--- config.mk ---
export PLATFORM = sky130hd
export DESIGN_NAME = hazard_fwd_unit
export DESIGN_NICKNAME = d
export VERILOG_FILES = /design/src/rtl/hazard_pkg.sv /design/src/rtl/fwd_match.sv /design/src/rtl/hazard_fwd_unit.sv
export SDC_FILE = /design/constraint.sdc
export NUM_CORES = 1
export LEC_CHECK = 0
export CORE_ASPECT_RATIO = 2
export CORE_UTILIZATION = 42
export DETAILED_ROUTE_END_ITERATION = 10
export HOLD_SLACK_MARGIN = 0.03
export PLACE_DENSITY = 0.81
export SYNTH_ARGS = -nofsm -noshare
export SYNTH_HDL_FRONTEND = slang
export SYNTH_HIERARCHICAL = 1
export SYNTH_SLANG_ARGS = --single-unit
--- constraint.sdc ---
create_clock -name clk -period 1.9 [get_ports clk]
set_clock_uncertainty 0.2 [all_clocks]
set_input_delay 0.38 -clock clk [delete_from_list [all_inputs] [get_ports clk]]
set_output_delay 0.38 -clock clk [all_outputs]
set_load 0.02 [all_outputs]
--- src/rtl/hazard_pkg.sv ---
// hazard_pkg: shared types and constants for the hazard/forwarding unit.
//   - FWD_* : 2-bit EX operand mux select codes
//   - state_e : load-use FSM state encoding (ST_RUN, ST_LDSTALL)
//   - trk_t : per-stage tracking entry {dest, we, ld}
//   - dbg_t : debug snapshot of FSM state and all three tracking entries
package hazard_pkg;

  localparam int REG_W_P = 5;
  localparam int SEL_W_P = 2;

  localparam logic [SEL_W_P-1:0] FWD_RF    = 2'b00;
  localparam logic [SEL_W_P-1:0] FWD_EXMEM = 2'b01;
  localparam logic [SEL_W_P-1:0] FWD_MEMWB = 2'b10;
  localparam logic [SEL_W_P-1:0] FWD_WB    = 2'b11;

  localparam logic [REG_W_P-1:0] REG_ZERO = 5'd0;

  typedef enum logic {
    ST_RUN     = 1'b0,
    ST_LDSTALL = 1'b1
  } state_e;

  typedef struct packed {
    logic [REG_W_P-1:0] dest;
    logic               we;
    logic               ld;
  } trk_t;

  localparam trk_t TRK_BUBBLE = '{dest: REG_ZERO, we: 1'b0, ld: 1'b0};

  typedef struct packed {
    state_e state;
    trk_t   ex;
    trk_t   mem;
    trk_t   wb;
  } dbg_t;

endpackage

--- src/rtl/fwd_match.sv ---
// fwd_match: combinational forwarding select for one EX operand.
// Ports:
//   i_src      - source register index of the ID instruction
//   i_use      - the instruction actually reads i_src
//   i_*_dest / i_*_we - destination and write-enable of the EX, MEM, WB entries
//   o_sel      - select code; youngest matching producer wins (EX > MEM > WB)
module fwd_match
  import hazard_pkg::*;
(
  input  logic [REG_W_P-1:0] i_src,
  input  logic               i_use,
  input  logic [REG_W_P-1:0] i_ex_dest,
  input  logic               i_ex_we,
  input  logic [REG_W_P-1:0] i_mem_dest,
  input  logic               i_mem_we,
  input  logic [REG_W_P-1:0] i_wb_dest,
  input  logic               i_wb_we,
  output logic [SEL_W_P-1:0] o_sel
);

  // Entries with dest == $0 were stored with we = 0, so no explicit
  // zero check is needed here.
  always_comb begin
    o_sel = FWD_RF;
    if (i_use) begin
      if (i_ex_we && (i_ex_dest == i_src)) begin
        o_sel = FWD_EXMEM;
      end else if (i_mem_we && (i_mem_dest == i_src)) begin
        o_sel = FWD_MEMWB;
      end else if (i_wb_we && (i_wb_dest == i_src)) begin
        o_sel = FWD_WB;
      end
    end
  end

endmodule

--- src/rtl/hazard_fwd_unit.sv ---
// hazard_fwd_unit: hazard detection and operand forwarding control for a
// 5-stage pipeline. Tracks {dest, we, ld} through EX/MEM/WB, registers the
// EX operand mux selects and raises a one-cycle load-use stall.
// Ports:
//   clk, rst            - clock, asynchronous active-high reset
//   id_*                - ID-stage decode fields
//   flush               - squash the ID instruction (EX gets a bubble)
//   ext_stall           - global freeze; no state changes, stall forced 0
//   fwd_a_sel/fwd_b_sel - registered EX operand selects
//   stall               - combinational load-use stall
//   stall_count         - load-use stall count (built only when the
//                         HAZ_STATS_EN macro is defined, else tied to 0)
//   dbg_state           - FSM state and tracking entries for observation
// Handshake: none; every ID field is sampled on each rising edge unless
// ext_stall is high, and an asserted stall means the same ID fields are
// re-presented on the following cycle.
module hazard_fwd_unit
  import hazard_pkg::*;
#(
  parameter int REG_W = 5,
  parameter int SEL_W = 2
) (
  input  logic             clk,
  input  logic             rst,
  input  logic             id_valid,
  input  logic [REG_W-1:0] id_rs,
  input  logic [REG_W-1:0] id_rt,
  input  logic             id_use_rs,
  input  logic             id_use_rt,
  input  logic [REG_W-1:0] id_dest,
  input  logic             id_reg_write,
  input  logic             id_mem_read,
  input  logic             flush,
  input  logic             ext_stall,
  output logic [SEL_W-1:0] fwd_a_sel,
  output logic [SEL_W-1:0] fwd_b_sel,
  output logic             stall,
  output logic [31:0]      stall_count,
  output dbg_t             dbg_state
);

  state_e           r_state;
  trk_t             r_ex, r_mem, r_wb;
  logic [SEL_W-1:0] r_a_sel, r_b_sel;

  trk_t             w_id_trk;
  logic [SEL_W-1:0] w_a_sel, w_b_sel;
  logic             w_load_use;
  logic             w_take_stall;

  // $0 is never forwarded, so a write to it is recorded as no write.
  assign w_id_trk = '{dest: id_dest,
                      we:   id_valid & id_reg_write & (id_dest != REG_ZERO),
                      ld:   id_valid & id_mem_read};

  assign w_load_use = id_valid & r_ex.we & r_ex.ld &
                      ((id_use_rs & (id_rs == r_ex.dest)) |
                       (id_use_rt & (id_rt == r_ex.dest)));

  // In LDSTALL the EX entry is a bubble, so the condition cannot recur;
  // the state term just makes that explicit.
  assign w_take_stall = (r_state == ST_RUN) & w_load_use & ~flush & ~ext_stall;
  assign stall        = w_take_stall;

  fwd_match u_match_a (
    .i_src      (id_rs),
    .i_use      (id_use_rs),
    .i_ex_dest  (r_ex.dest),
    .i_ex_we    (r_ex.we),
    .i_mem_dest (r_mem.dest),
    .i_mem_we   (r_mem.we),
    .i_wb_dest  (r_wb.dest),
    .i_wb_we    (r_wb.we),
    .o_sel      (w_a_sel)
  );

  fwd_match u_match_b (
    .i_src      (id_rt),
    .i_use      (id_use_rt),
    .i_ex_dest  (r_ex.dest),
    .i_ex_we    (r_ex.we),
    .i_mem_dest (r_mem.dest),
    .i_mem_we   (r_mem.we),
    .i_wb_dest  (r_wb.dest),
    .i_wb_we    (r_wb.we),
    .o_sel      (w_b_sel)
  );

  always_ff @(posedge clk or posedge rst) begin
    if (rst) begin
      r_state <= ST_RUN;
      r_ex    <= TRK_BUBBLE;
      r_mem   <= TRK_BUBBLE;
      r_wb    <= TRK_BUBBLE;
      r_a_sel <= FWD_RF;
      r_b_sel <= FWD_RF;
    end else if (!ext_stall) begin
      // MEM and WB always advance; only the EX entry depends on the hazard.
      r_mem <= r_ex;
      r_wb  <= r_mem;
      if (flush || w_take_stall) begin
        r_ex    <= TRK_BUBBLE;
        r_a_sel <= FWD_RF;
        r_b_sel <= FWD_RF;
      end else begin
        r_ex    <= w_id_trk;
        r_a_sel <= w_a_sel;
        r_b_sel <= w_b_sel;
      end
      if (w_take_stall) begin
        r_state <= ST_LDSTALL;
      end else begin
        r_state <= ST_RUN;
      end
    end
  end

`ifdef HAZ_STATS_EN
  logic [31:0] r_stall_count;

  // w_take_stall already excludes ext_stall, so the counter freezes with
  // the rest of the state; it wraps naturally at 32 bits.
  always_ff @(posedge clk or posedge rst) begin
    if (rst) begin
      r_stall_count <= 32'd0;
    end else if (w_take_stall) begin
      r_stall_count <= r_stall_count + 32'd1;
    end
  end

  assign stall_count = r_stall_count;
`else
  assign stall_count = 32'd0;
`endif

  assign fwd_a_sel = r_a_sel;
  assign fwd_b_sel = r_b_sel;

  assign dbg_state = '{state: r_state, ex: r_ex, mem: r_mem, wb: r_wb};

endmodule

==> impl_table.tex <==
\begin{tabular}{lr}
\hline
Metric & Value \\
\hline
\multicolumn{2}{l}{\textbf{Outcome}} \\
\quad Result of the run & finished, violations left \\
\quad Violations in the final reports & setup timing \\
\multicolumn{2}{l}{\textbf{Floorplanning}} \\
\quad Die X & 48.8 µm \\
\quad Initial core utilization & 44.6\% \\
\quad Area of the die & 4670 µm² \\
\quad Die Ht & 95.6 µm \\
\quad Total I/O pin count & 83 \\
\quad Placeable core region & 4130 µm² \\
\quad Std cell rows & 33 \\
\multicolumn{2}{l}{\textbf{STA}} \\
\quad Crit path time final & 2.14 ns \\
\quad Final worst path period share & 113\% \\
\quad Setup violations, final & 2 \\
\quad Final count of hold timing violations & 0 \\
\quad Unrepaired setup endpoints after global routing & yes \\
\quad Maximum achievable frequency & 467 MHz \\
\quad Setup slack of the critical path after layout & -0.243 ns \\
\quad Final number of max-transition violations & 0 \\
\multicolumn{2}{l}{\textbf{Routing}} \\
\quad Wirelength, routed & 5.05 mm \\
\quad Met1 Routed Length & 1.87 mm \\
\quad Detailed-route via count & 1618 \\
\quad Post-detailed-route count of antenna-violating nets & 0 \\
\quad Detail-routed via count per cell & 5.06 \\
\quad Highest routed layer & met4 \\
\quad Amount of wire on met2 after detailed routing & 2.71 mm \\
\quad Amount of wire on met3 after detailed routing & 167 µm \\
\quad DRC violations left & 0 \\
\quad WL per Instance & 15.8 µm \\
\quad Number of DRC violations after detailed-routing iteration 0 & 56 \\
\quad Drt first pass iters & 4 \\
\multicolumn{2}{l}{\textbf{Clock network}} \\
\quad Buffer depth of the longest clock path & 2 \\
\quad Root buffer cell & sky130\_fd\_sc\_hd\_\_clkbuf\_8 \\
\quad Number of H-tree levels & 1 \\
\quad Clock buffers created by TritonCTS & 3 \\
\quad Clock latency on the worst-skew pair & 0.27 ns \\
\quad CTS tree & yes \\
\quad Clock-pin slew reported for the worst setup and hold paths after clock tree synthesis & 0.09 ns \\
\quad Total number of clock tree sinks & 26 \\
\multicolumn{2}{l}{\textbf{Power and ir drop}} \\
\quad Clk network pwr share & 27.4\% \\
\quad Reported leakage power & 1.37 nW \\
\quad Cell-internal power & 1.14 mW \\
\quad Power density relative to cell area & 631 nW/µm² \\
\quad NetSw & 0.568 mW \\
\quad Maximum resistive drop on vdd & 0.000511 V \\
\quad Power after layout & 1.71 mW \\
\quad Power share of the sequential group & 39.0\% \\
\quad Switching Fraction & 33.2\% \\
\quad Combinational power share & 33.6\% \\
\multicolumn{2}{l}{\textbf{Critical path}} \\
\quad Slowest Stage Delay on Critical Path & 0.46 ns \\
\quad Cell-by-cell trace of the critical path & xnor2\_2, nand4\_1, o22ai\_2, and3\_1, buf\_4 \\
\quad Cell at the slowest stage of the critical path & sky130\_fd\_sc\_hd\_\_dfrtp\_2 \\
\quad Data required time at the worst endpoint & 1.32 ns \\
\quad Kind of start point of the critical path & register \\
\quad Critical path class & reg -> out \\
\quad Crit end category & output port \\
\quad Endpoint arrival time on the critical path & 1.56 ns \\
\quad Crit-path max FO & 3 \\
\multicolumn{2}{l}{\textbf{Yosys}} \\
\quad Number of distinct library cell variants in the gate-level netlist after synthesis & 26 \\
\quad Syn Inst Count & 190 \\
\quad Mean area per synthesized cell & 9.69 µm² \\
\quad Fraction of synthesized cell area taken by the top area cell type & 35.4\% \\
\quad Sequential fraction of the synthesis area & 35.4\% \\
\quad Cell taking the most area after synthesis & sky130\_fd\_sc\_hd\_\_dfrtp\_1 \\
\quad Number of synthesized register bits & 26 \\
\quad Mapped cell area & 1840 µm² \\
\quad Largest cells by area after synthesis & sky130\_fd\_sc\_hd\_\_dfrtp\_1 (35\%), sky130\_fd\_sc\_hd\_\_buf\_4 (13\%), sky130\_fd\_sc\_hd\_\_xor2\_1 (11\%) \\
\quad Ys Warns & 6 \\
\multicolumn{2}{l}{\textbf{Layout}} \\
\quad Antenna diode count & 0 \\
\quad Number of nets at the end of the flow & 293 \\
\quad Area Overhead vs Synth & 47.2\% \\
\quad Layout Cells excl Fill & 320 \\
\quad Layout cell share with drive strength beyond 1 & 32.1\% \\
\quad Final instance area & 2710 µm² \\
\multicolumn{2}{l}{\textbf{Place}} \\
\quad Number of cells in the design after placement & 313 \\
\quad Area post-placement & 2460 µm² \\
\quad Worst slack at placement & -0.850 ns \\
\quad HPWL after detailed placement & 3.70 mm \\
\quad Weighted congestion at the end of routability-driven global placement & 0.919 \\
\quad Count of buffers inserted at the top-level ports & 50 \\
\multicolumn{2}{l}{\textbf{Global route}} \\
\quad Global-route wire length before repair & 7.50 mm \\
\quad Number of global-route vias before repair & 1560 \\
\quad Maximum number of pins on one net before global-route repair & 27 \\
\quad Overflow left after global routing & 0 \\
\quad Antenna violations before repair & 0 \\
\quad Total track usage & 21.8\% \\
\multicolumn{2}{l}{\textbf{Flow run}} \\
\quad Number of max-cap violations & 0 \\
\multicolumn{2}{l}{\textbf{Worst hold path}} \\
\quad Kind of path behind the tightest hold check & in -> async \\
\hline
\end{tabular}
## cells in the mapped netlist
library cell,count
sky130_fd_sc_hd__nand2_1,23
sky130_fd_sc_hd__nor4_1,4
sky130_fd_sc_hd__o21ai_0,8
sky130_fd_sc_hd__o22ai_1,3
sky130_fd_sc_hd__o211a_1,2
sky130_fd_sc_hd__and4b_1,1
sky130_fd_sc_hd__and3_1,5
sky130_fd_sc_hd__nor4_2,2
sky130_fd_sc_hd__dfrtp_1,26
sky130_fd_sc_hd__xor2_1,24
sky130_fd_sc_hd__o22ai_2,1
sky130_fd_sc_hd__clkbuf_1,1
sky130_fd_sc_hd__buf_2,2
sky130_fd_sc_hd__conb_1,1
sky130_fd_sc_hd__nor2_4,1
sky130_fd_sc_hd__nand4_1,9
sky130_fd_sc_hd__mux2_2,14
sky130_fd_sc_hd__xnor2_1,16
sky130_fd_sc_hd__nor2_1,1
sky130_fd_sc_hd__buf_4,33
sky130_fd_sc_hd__nor3_1,1
sky130_fd_sc_hd__nand3_1,3
sky130_fd_sc_hd__o21ai_1,3
sky130_fd_sc_hd__a21o_1,1
sky130_fd_sc_hd__buf_6,2
sky130_fd_sc_hd__inv_1,3
## power by group through the flow
| stage | logic, mW | registers, mW | clock network, mW |
|---|---|---|---|
| 6_report | 0.574 | 0.666 | 0.468 |
| 5_1_grt | 0.611 | 0.674 | 0.500 |
| 4_1_cts | 0.554 | 0.667 | 0.477 |
| 3_5_place_dp | 0.551 | 0.672 | 0 |
| 3_3_place_gp | 0.545 | 0.670 | 0 |
| 2_1_floorplan | 0.288 | 0.724 | 0 |
## repair_timing
item / CTS / global route
setup endpoints to repair: 25 / 13
pin swaps: 13 / 13
buffers inserted: 5 / 2
hold buffers: 0 / 0
gates cloned: 1 / 0
resized for setup: 65 / 25
## cell type report
type / count / area, µm²
Fill cell: 368 / 1420
Multi-Input combinational cell: 154 / 1160
Timing Repair Buffer: 81 / 741
Sequential cell: 26 / 657
Tap cell: 52 / 65.1
Clock buffer: 3 / 41.3
Clock inverter: 1 / 30.0
Inverter: 3 / 11.3
## through the flow
| stage | hold slack (ns) | setup TNS (ns) | utilization (%) |
|---|---|---|---|
| finish | 0.267 | -0.248 | 65.6 |
| global route | 0.300 | -0.478 | 65.6 |
| CTS | 0.264 | -0.217 | 64.4 |
| detailed placement | 0.278 | -5.83 | 59.6 |
| global placement | 0.268 | -5.53 | 59.6 |
| floorplan | 0.220 | 0 | - |
## worst paths after layout
check / endpoint / slack [ns] / cells after the start / startpoint
worst max-delay path: stall / -0.24 / 5 / dbg_state[18]
worst min-delay path: dbg_state[6] / 0.27 / 3 / rst
worst max register to register: fwd_a_sel[0] / 0 / 7 / dbg_state[19]
worst min register to register: fwd_a_sel[1] / 0.30 / 2 / fwd_a_sel[1]
max in group asynchronous: dbg_state[18] / 0.95 / 3 / rst
min in group clk: fwd_a_sel[1] / 0.30 / 2 / fwd_a_sel[1]
## cells by family after synthesis
family	count (synthesis)	share of synthesized area, %
compound gates	18	6.19
mux	14	8.57
xor+xnor	40	19.0
simple gates	50	14.6
flops	26	35.3
other cells	1	0.204
buf+inv	41	16.0
## routing by layer
| metal | vias to the layer above | track usage [%] |
|---|---|---|
| li1 | 739 | - |
| met1 | 784 | 23.7 |
| met2 | 76 | 39.0 |
| met3 | 19 | 1.59 |
| met4 | 0 | 16.7 |
| met5 | - | 0 |
## placed cells by master (no fill, tap or decap), types with 2 or more instances in the layout
cell type / n
sky130_fd_sc_hd__clkdlybuf4s50_1: 17
sky130_fd_sc_hd__dfrtp_2: 5
sky130_fd_sc_hd__xnor2_1: 6
sky130_fd_sc_hd__buf_6: 7
sky130_fd_sc_hd__nor4_2: 4
sky130_fd_sc_hd__nand3_1: 3
sky130_fd_sc_hd__xnor2_2: 10
sky130_fd_sc_hd__nor4_1: 2
sky130_fd_sc_hd__nand2_1: 23
sky130_fd_sc_hd__o21ai_2: 10
sky130_fd_sc_hd__o22ai_2: 2
sky130_fd_sc_hd__inv_1: 3
sky130_fd_sc_hd__dfrtp_1: 21
sky130_fd_sc_hd__buf_4: 23
sky130_fd_sc_hd__clkbuf_2: 2
sky130_fd_sc_hd__conb_1: 32
sky130_fd_sc_hd__mux2_2: 14
sky130_fd_sc_hd__xor2_1: 23
sky130_fd_sc_hd__o211a_1: 2
sky130_fd_sc_hd__clkbuf_8: 3
sky130_fd_sc_hd__nand4_1: 9
sky130_fd_sc_hd__and3_1: 5
sky130_fd_sc_hd__dlygate4sd2_1: 29
## critical path, delay by kind of cell (launching register included)
kind | cells | cell delay, ns
AND/OR/NAND/NOR | 2 | 0.32
XOR/XNOR | 1 | 0.20
AO/OA/AOI/OAI | 1 | 0.17
buffers and inverters | 1 | 0.13
flip-flops | 1 | 0.46
## registers in the layout, indices dropped and copies added, names as in the netlist
register / cells
dbg_state: 21
fwd_a_sel: 2
fwd_b_sel: 2
r_state: 1
(Power assumes the default switching activity.)
